$ cat src/rtl/led_pkg.sv
// led_fader shared definitions.
// Board clock, channel count and level type defaults.
package led_pkg;

    localparam int FREQUENCY = 27_000_000;
    localparam int N_LEDS    = 8;
    localparam int PWM_BITS  = 8;
    localparam int FADE_DIV  = 105_469;
    localparam int STEP      = 8;

    typedef logic [PWM_BITS-1:0] level_t;

endpackage

$ cat src/rtl/led_pwm_channel.sv
// One LED channel: saturating ramp of the level toward its target,
// PWM compare against the shared counter, registered LED drive.
module led_pwm_channel #(
    parameter int PWM_BITS = led_pkg::PWM_BITS,
    parameter int STEP     = led_pkg::STEP
) (
    input  logic                clk,
    input  logic                rst_n,
    input  logic                en,
    input  logic                tick,
    input  logic                on,
    input  logic [PWM_BITS-1:0] max_level,
    input  logic [PWM_BITS-1:0] pwm_cnt,
    output logic                led,
    output logic                busy
);

    localparam logic [PWM_BITS:0] STEP_W = (PWM_BITS+1)'(STEP);

    logic [PWM_BITS-1:0] level;
    logic [PWM_BITS-1:0] target;
    logic [PWM_BITS-1:0] level_nxt;
    logic [PWM_BITS:0]   up_sum;
    logic [PWM_BITS:0]   down_gap;

    // Target follows the live pattern bit and ceiling.
    always_comb begin
        target = on ? max_level : '0;
    end

    // One step toward target, clamped so it never overshoots.
    always_comb begin
        up_sum    = {1'b0, level} + STEP_W;
        down_gap  = {1'b0, level} - {1'b0, target};
        level_nxt = level;
        if (level < target) begin
            if (up_sum >= {1'b0, target})
                level_nxt = target;
            else
                level_nxt = up_sum[PWM_BITS-1:0];
        end else if (level > target) begin
            if (down_gap <= STEP_W)
                level_nxt = target;
            else
                level_nxt = level - STEP_W[PWM_BITS-1:0];
        end
    end

    // Level register: cleared while disabled, stepped on fade ticks.
    always_ff @(posedge clk or negedge rst_n) begin
        if (!rst_n)
            level <= '0;
        else if (!en)
            level <= '0;
        else if (tick)
            level <= level_nxt;
    end

    // LED flop; gated by en so disabling blanks it on the next edge.
    always_ff @(posedge clk or negedge rst_n) begin
        if (!rst_n)
            led <= 1'b0;
        else
            led <= en && (pwm_cnt < level);
    end

    assign busy = en && (level != target);

endmodule

$ cat src/rtl/led_fader.sv
// PWM fade driver for the board LEDs: shared PWM and fade-tick
// counters feeding one ramping channel per LED.
module led_fader #(
    parameter int N_LEDS   = led_pkg::N_LEDS,
    parameter int PWM_BITS = led_pkg::PWM_BITS,
    parameter int FADE_DIV = led_pkg::FADE_DIV,
    parameter int STEP     = led_pkg::STEP
) (
    input  logic                CLOCK_27,
    input  logic                RST_N,
    input  logic [N_LEDS-1:0]   PATTERN,
    input  logic [PWM_BITS-1:0] MAX_LEVEL,
    input  logic                EN,
    output logic [N_LEDS-1:0]   LED,
    output logic                BUSY
);

    import led_pkg::*;

    localparam int TW = $clog2(FADE_DIV);
    localparam logic [TW-1:0] TICK_LAST = TW'(FADE_DIV - 1);

    level_t              unused_level_t;
    logic [PWM_BITS-1:0] pwm_cnt;
    logic [TW-1:0]       tick_cnt;
    logic                tick;
    logic [N_LEDS-1:0]   busy_vec;

    assign unused_level_t = '0;
    assign tick = EN && (tick_cnt == TICK_LAST);

    // Free-running PWM phase, independent of EN.
    always_ff @(posedge CLOCK_27 or negedge RST_N) begin
        if (!RST_N)
            pwm_cnt <= '0;
        else
            pwm_cnt <= pwm_cnt + 1'b1;
    end

    // Fade divider: held at zero while disabled, wraps on tick.
    always_ff @(posedge CLOCK_27 or negedge RST_N) begin
        if (!RST_N)
            tick_cnt <= '0;
        else if (!EN || tick)
            tick_cnt <= '0;
        else
            tick_cnt <= tick_cnt + 1'b1;
    end

    for (genvar i = 0; i < N_LEDS; i++) begin : g_ch
        led_pwm_channel #(
            .PWM_BITS (PWM_BITS),
            .STEP     (STEP)
        ) u_ch (
            .clk       (CLOCK_27),
            .rst_n     (RST_N),
            .en        (EN),
            .tick      (tick),
            .on        (PATTERN[i]),
            .max_level (MAX_LEVEL),
            .pwm_cnt   (pwm_cnt),
            .led       (LED[i]),
            .busy      (busy_vec[i])
        );
    end

    assign BUSY = |busy_vec;

endmodule

$ cat config.mk
export PLATFORM = sky130hd
export DESIGN_NAME = led_fader
export DESIGN_NICKNAME = d
export VERILOG_FILES = /design/src/rtl/led_pkg.sv /design/src/rtl/led_pwm_channel.sv /design/src/rtl/led_fader.sv
export SDC_FILE = /design/constraint.sdc
export NUM_CORES = 1
export LEC_CHECK = 0
export BUFFER_PORTS_ARGS = -buffer_cell sky130_fd_sc_hd__buf_2
export CAP_MARGIN = 20
export CELL_PAD_IN_SITES_DETAIL_PLACEMENT = 0
export CELL_PAD_IN_SITES_GLOBAL_PLACEMENT = 2
export CORE_MARGIN = 2
export CORE_UTILIZATION = 40
export CTS_CLUSTER_SIZE = 16
export DETAILED_ROUTE_END_ITERATION = 10
export PLACE_DENSITY = 0.91
export SLEW_MARGIN = 20
export SYNTH_ARGS = -nofsm -noshare
export SYNTH_HDL_FRONTEND = slang
export SYNTH_SLANG_ARGS = --single-unit
export TNS_END_PERCENT = 100
$ cat constraint.sdc
create_clock -name CLOCK_27 -period 4.5 [get_ports CLOCK_27]
set_input_delay 0.9 -clock CLOCK_27 [delete_from_list [all_inputs] [get_ports CLOCK_27]]
set_output_delay 0.9 -clock CLOCK_27 [all_outputs]
set_load 0.05 [all_outputs]
==> flow_metrics.env, run 1 <==
export IMPL_total_power_mw=2.32
export IMPL_area_growth_syn_to_layout_pct=7.69
export IMPL_post_place_ws_ps=248
export IMPL_critPathLaunchType="input pin"
export IMPL_antenna_found_initial=1
export IMPL_worst_skew_pair_late_latency_ps=360
export IMPL_dieHeight_um=171
export IMPL_crit_path_max_fanout=11
export IMPL_setup_slack_ps=251
export IMPL_timing_worst_setup_path_type="in -> out"
export IMPL_post_route_cells_drive_above_1_share=0.0700
export IMPL_routed_wl_mm=30.9
export IMPL_vdd_ir_drop_max_v=0.000211
export IMPL_place_hpwl_mm=23.3
export IMPL_htree_levels=3
export IMPL_hold_buf_cts=0
export IMPL_cts_resized=0
export IMPL_drt_first_pass_iters=5
export IMPL_synth_cell_type_count=84
export IMPL_timing_final_max_slew_violations=0
export IMPL_maxCapViolations=0
export IMPL_grt_setup_unrepaired="false"
export IMPL_final_net_count=1558
export IMPL_row_count=61
export IMPL_cts_num_sinks=97
export IMPL_worst_slew_margin_rel=0.412
export IMPL_ant_nets=0
export IMPL_design_portCount=28
export IMPL_synth_ff_latch_count=97
export IMPL_p_leak_nw=5.33
export IMPL_ys_top_cells_by_area="sky130_fd_sc_hd__dfrtp_1 22%, sky130_fd_sc_hd__ha_1 21%, sky130_fd_sc_hd__nand2_1 4.7%"
export IMPL_cts_repair_timing_setup_buffer_count=0
export IMPL_num_cts_buffers=9
export IMPL_globalRouteTotalUtil=0.218
export IMPL_avgSynthCellArea_um2=8.29
export IMPL_port_buffer_count=27
export IMPL_finClkSkew_ps=10.8
export IMPL_wire_length_of_the_first_global_routing_pass_mm=50.3
export IMPL_cp_required_ps=3600
export IMPL_synth_edf_count=0
export IMPL_die_w_um=171
export IMPL_critical_path_endpoint_type="output pin"
export IMPL_drt_initial_drc_count=536
export IMPL_core_um2=27600
export IMPL_initial_utilization=0.403
export IMPL_route_vias_total=9942
export IMPL_netlist_top_cells_count="187 x sky130_fd_sc_hd__ha_1, 138 x sky130_fd_sc_hd__nand2_1, 106 x sky130_fd_sc_hd__inv_1"
export IMPL_period_needed_ps=4250
export IMPL_tritoncts="yes"
export IMPL_cp_data_arrival_time_ps=3350
export IMPL_switching_share=0.349
export IMPL_routed_wire_length_per_instance_um=17.8
export IMPL_syn_inst=1340
export IMPL_max_freq_ghz=0.235
export IMPL_tightest_slew_ps=882
export IMPL_hold_viol=0
export IMPL_power_switching_uw=811
export IMPL_report_final_setup_viol=0
export IMPL_r2r_start="g_ch[3].u_ch.level[3]"
export IMPL_sequential_power_share=0.386
export IMPL_clk_pin_slew_worst_paths_ps=80
export IMPL_place_gp_congestion=0.890
export IMPL_finalCritPeriodShare=0.944
export IMPL_power_internal_mw=1.51
export IMPL_min_delay_path_class="reg -> reg"
export IMPL_ys_warn_count=0
export IMPL_remaining_drc_errors=0
export IMPL_max_clock_path_buffers=2
export IMPL_power_combinational_fraction=0.265
export IMPL_postSynthNetCount=1546
export IMPL_synth_flop_cell="sky130_fd_sc_hd__dfrtp_1"
export IMPL_power_density_nw_per_um2=194
export IMPL_grt_overflow_total=0
export IMPL_clockRootBuffer="sky130_fd_sc_hd__clkbuf_16"
export IMPL_seq_area_frac_synth=0.218
export IMPL_hp_start="tick_cnt[0]"
export IMPL_grt_max_degree=65
export IMPL_final_util=0.434
export IMPL_outcome="completed"
export IMPL_synthMostInstantiatedCell="sky130_fd_sc_hd__ha_1"
export IMPL_synth_largest_area_cell="sky130_fd_sc_hd__dfrtp_1"
export IMPL_timing_critical_path_from="MAX_LEVEL[7]"
export IMPL_design_die_area_um2=29100
export IMPL_via_count_of_the_first_global_routing_pass=9505
export IMPL_clock_power_share=0.349
export IMPL_async_flop_share=1.00
export IMPL_syn_area_um2=11100
export IMPL_synth_top_area_frac=0.218
export IMPL_timing_setup_tns_ps=0
export IMPL_vias_per_cell=5.73
==> state kept, by name, summed over array words and instances (netlist names) <==
| name | cells |
|---|---|
| g_ch.u_ch.led | 8 |
| g_ch.u_ch.level | 64 |
| pwm_cnt | 8 |
| tick_cnt | 17 |
==> metal layers <==
metal / vias up / GRT usage / wire (um)
met4: 0 / 0.0379 / 233
met5: - / 0 / 0
met3: 17 / 0.0243 / 1220
li1: 4950 / - / -
met2: 193 / 0.371 / 14600
met1: 4782 / 0.300 / 14900
==> final timing paths <==
kind	depth (start not counted)	end	slack, ps
worst max-delay path	8	BUSY	250
worst min-delay path	1	tick_cnt[0]	520
worst max register to register	10	g_ch[3].u_ch.level[2]	1080
worst min register to register	1	tick_cnt[0]	520
max in group asynchronous	2	g_ch[4].u_ch.level[1]	2960
min in group asynchronous	1	tick_cnt[10]	650
==> critical path: stages <==
cell and delay [ps]:
sky130_fd_sc_hd__buf_2 310, sky130_fd_sc_hd__nand2_1 130, sky130_fd_sc_hd__ha_1 420, sky130_fd_sc_hd__nand2_1 100
sky130_fd_sc_hd__or4b_2 710, sky130_fd_sc_hd__nor3b_1 310, sky130_fd_sc_hd__a41oi_1 190, sky130_fd_sc_hd__buf_2 250
==> layout make-up <==
type                    instances  area [um^2]
fillers                      2795        15600
multi-input cells            1092         8070
flip-flops and latches         97         2430
well taps                     378          473
inverters                     106          398
repair buffers                 46          280
clock buffers                   9          225
clock inverters                 7         86.3
diodes                          1         2.50
==> logic make-up (layout without fill, tap and decap cells) <==
logic type / count (synthesis) / in the layout / share of synthesized area
AOI/OAI and AO/OA: 373 / 373 / 0.242
xor gates and xnor gates: 69 / 69 / 0.0544
adders and majority gates: 187 / 187 / 0.211
buffers and inverters: 151 / 168 / 0.0549
DFF: 97 / 97 / 0.218
muxes: 15 / 15 / 0.0137
other: 0 / 1 / 0
and+or+nand+nor: 448 / 448 / 0.206
==> per-stage QoR <==
stage          hold WS (ps)  area (um^2)  instances
6_report                523        12000       1736
3_3_place_gp            516        11700       1719
5_1_grt                 554        12000       1735
3_5_place_dp            513        11700       1719
2_1_floorplan           475        11100       1340
4_1_cts                 525        12000       1735
==> power groups by stage <==
stage                     Clock, mW  Sequential [mW]  Combinational [mW]
after global routing          0.871            0.899               0.689
after floorplan                   0            0.910               0.448
after CTS                     0.842            0.897               0.613
after detailed placement          0            0.915               0.610
final                         0.810            0.897               0.616
after global placement            0            0.915               0.607
==> cell usage in the layout, fill, tap and decap left out, types with 20 or more instances in the layout <==
master                     count
sky130_fd_sc_hd__a211oi_1     20
sky130_fd_sc_hd__a21o_1       57
sky130_fd_sc_hd__a21oi_1      65
sky130_fd_sc_hd__a31oi_1      22
sky130_fd_sc_hd__buf_2        26
sky130_fd_sc_hd__buf_4        20
sky130_fd_sc_hd__dfrtp_1      97
sky130_fd_sc_hd__ha_1        187
sky130_fd_sc_hd__inv_1       106
sky130_fd_sc_hd__nand2_1     138
sky130_fd_sc_hd__nand2b_1     39
sky130_fd_sc_hd__nand3_1      51
sky130_fd_sc_hd__nor2_1       74
sky130_fd_sc_hd__nor3_1       28
sky130_fd_sc_hd__o21ai_0      50
sky130_fd_sc_hd__xnor2_1      49
sky130_fd_sc_hd__xor2_1       20
Power figures use the tool's default switching activity.
==> run 2, diff against run 1 <==
--- a/config.mk
+++ b/config.mk
@@ -13,7 +13,8 @@
 export CORE_UTILIZATION = 40
 export CTS_CLUSTER_SIZE = 16
 export DETAILED_ROUTE_END_ITERATION = 10
-export PLACE_DENSITY = 0.91
+export MAX_ROUTING_LAYER = met4
+export PLACE_DENSITY = 0.89
 export SLEW_MARGIN = 20
 export SYNTH_ARGS = -nofsm -noshare
 export SYNTH_HDL_FRONTEND = slang
==> flow_metrics.env, run 2 (synthesis results as in run 1) <==
export IMPL_wire_length_of_the_first_global_routing_pass_mm=51.8
export IMPL_routed_wl_mm=31.9
export IMPL_tightest_slew_ps=834
export IMPL_grt_overflow_total=0
export IMPL_timing_setup_tns_ps=0
export IMPL_max_clock_path_buffers=2
export IMPL_critPathLaunchType="input pin"
export IMPL_sequential_cell_area_um2=2430
export IMPL_crit_path_max_fanout=6
export IMPL_post_route_cells_drive_above_1_share=0.0774
export IMPL_total_power_mw=2.42
export IMPL_cp_required_ps=3600
export IMPL_hold_buf_cts=0
export IMPL_route_vias_total=9953
export IMPL_r2r_end="g_ch[3].u_ch.level[2]"
export IMPL_min_delay_path_class="reg -> reg"
export IMPL_final_hold_worst_slack_ps=517
export IMPL_critical_path_endpoint_type="output pin"
export IMPL_most_common_cell_after_layout_fill_and_taps_aside="sky130_fd_sc_hd__ha_1"
export IMPL_tritoncts="yes"
export IMPL_clockRootBuffer="sky130_fd_sc_hd__clkbuf_16"
export IMPL_via_count_of_the_first_global_routing_pass=9635
export IMPL_regMostFlops="g_ch.u_ch.level"
export IMPL_final_fill_count=2759
export IMPL_place_hpwl_mm=24.0
export IMPL_finClkSkew_ps=7.17
export IMPL_largest_reg_flops=64
export IMPL_outcome="completed"
export IMPL_grt_setup_unrepaired="false"
export IMPL_row_count=61
export IMPL_maxCapViolations=0
export IMPL_setup_slack_ps=239
export IMPL_port_buffer_count=27
export IMPL_timing_worst_setup_path_type="in -> out"
export IMPL_drt_first_pass_iters=4
export IMPL_globalRouteTotalUtil=0.231
export IMPL_post_place_cells=1731
export IMPL_routed_wire_length_per_instance_um=18.2
export IMPL_placed_area_um2=11700
export IMPL_cts_resized=0
export IMPL_report_final_setup_viol=0
export IMPL_crit_path_end="BUSY"
export IMPL_cp_data_arrival_time_ps=3360
export IMPL_area_growth_syn_to_layout_pct=8.68
export IMPL_multiInputGateArea_um2=8070
export IMPL_period_needed_ps=4260
export IMPL_post_place_ws_ps=298
export IMPL_place_gp_congestion=0.919
export IMPL_grt_max_degree=39
export IMPL_num_cts_buffers=9
export IMPL_largestRegisters="g_ch.u_ch.level x64, tick_cnt x17"
export IMPL_hold_viol=0
export IMPL_die_w_um=171
export IMPL_max_freq_ghz=0.235
export IMPL_final_design_area_no_fill_um2=12100
export IMPL_initial_utilization=0.403
export IMPL_post_layout_nonfiller_instances=1749
export IMPL_antenna_found_initial=2
export IMPL_design_portCount=28
export IMPL_final_util=0.438
export IMPL_cts_repair_timing_setup_buffer_count=0
export IMPL_r2r_slack_ps=970
export IMPL_drt_initial_drc_count=596
export IMPL_vdd_ir_drop_max_v=0.000131
export IMPL_worst_slew_margin_rel=0.444
export IMPL_worst_skew_pair_late_latency_ps=360
export IMPL_timing_final_max_slew_violations=0
export IMPL_ant_nets=0
export IMPL_reg2regPathDepth=10
export IMPL_htree_levels=3
export IMPL_finalCritPeriodShare=0.947
export IMPL_p_leak_nw=5.40
export IMPL_final_net_count=1570
export IMPL_cts_num_sinks=97
export IMPL_core_um2=27600
export IMPL_dieHeight_um=171
export IMPL_timing_critical_path_from="MAX_LEVEL[6]"
export IMPL_r2r_start="g_ch[3].u_ch.level[3]"
export IMPL_clk_pin_slew_worst_paths_ps=70
export IMPL_highest_count_cells_in_the_layout_ignoring_fill_and_taps="187 x sky130_fd_sc_hd__ha_1, 138 x sky130_fd_sc_hd__nand2_1, 106 x sky130_fd_sc_hd__inv_1"
export IMPL_power_density_nw_per_um2=200
export IMPL_remaining_drc_errors=0
export IMPL_vias_per_cell=5.69
export IMPL_design_die_area_um2=29100
## run 2: layer usage
layer / vias to the layer above / global-route usage / wire length [um]
met5: - / - / 0
met4: 0 / 0.0669 / 737
met3: 45 / 0.0409 / 1270
met2: 204 / 0.364 / 14200
met1: 4733 / 0.305 / 15600
li1: 4971 / - / -
## run 2: layout make-up
type,count,area share
diodes,2,0.000414
clock buffers,11,0.0201
clock inverters,5,0.00715
inverters,106,0.0329
multi-input cells,1092,0.669
flip-flops and latches,97,0.201
well taps,378,0.0392
repair buffers,58,0.0307
## run 2: power breakdown
group / internal [mW] / switching, mW
logic: 0.237 / 0.390
registers: 0.882 / 0.0153
clock network: 0.509 / 0.382
total: 1.63 / 0.787
## run 2: worst min path at each step
| stage | slack [ps] | cells past startpoint | to | from |
|---|---|---|---|---|
| floorplan | 480 | 1 | tick_cnt[0] | tick_cnt[0] |
| global placement | 500 | 1 | tick_cnt[0] | tick_cnt[0] |
| detailed placement | 510 | 1 | tick_cnt[0] | tick_cnt[0] |
| CTS | 520 | 1 | tick_cnt[0] | tick_cnt[0] |
| global route | 560 | 1 | g_ch[7].u_ch.level[6] | RST_N |
| finish | 520 | 1 | tick_cnt[0] | tick_cnt[0] |
## run 2: critical path: stages
cell and delay, ps:
sky130_fd_sc_hd__buf_2 230, sky130_fd_sc_hd__buf_4 210, sky130_fd_sc_hd__nand2_1 90, sky130_fd_sc_hd__ha_1 390, sky130_fd_sc_hd__nand2_1 100, sky130_fd_sc_hd__or4b_2 710
sky130_fd_sc_hd__nor3b_1 230, sky130_fd_sc_hd__a41oi_1 230, sky130_fd_sc_hd__buf_2 280
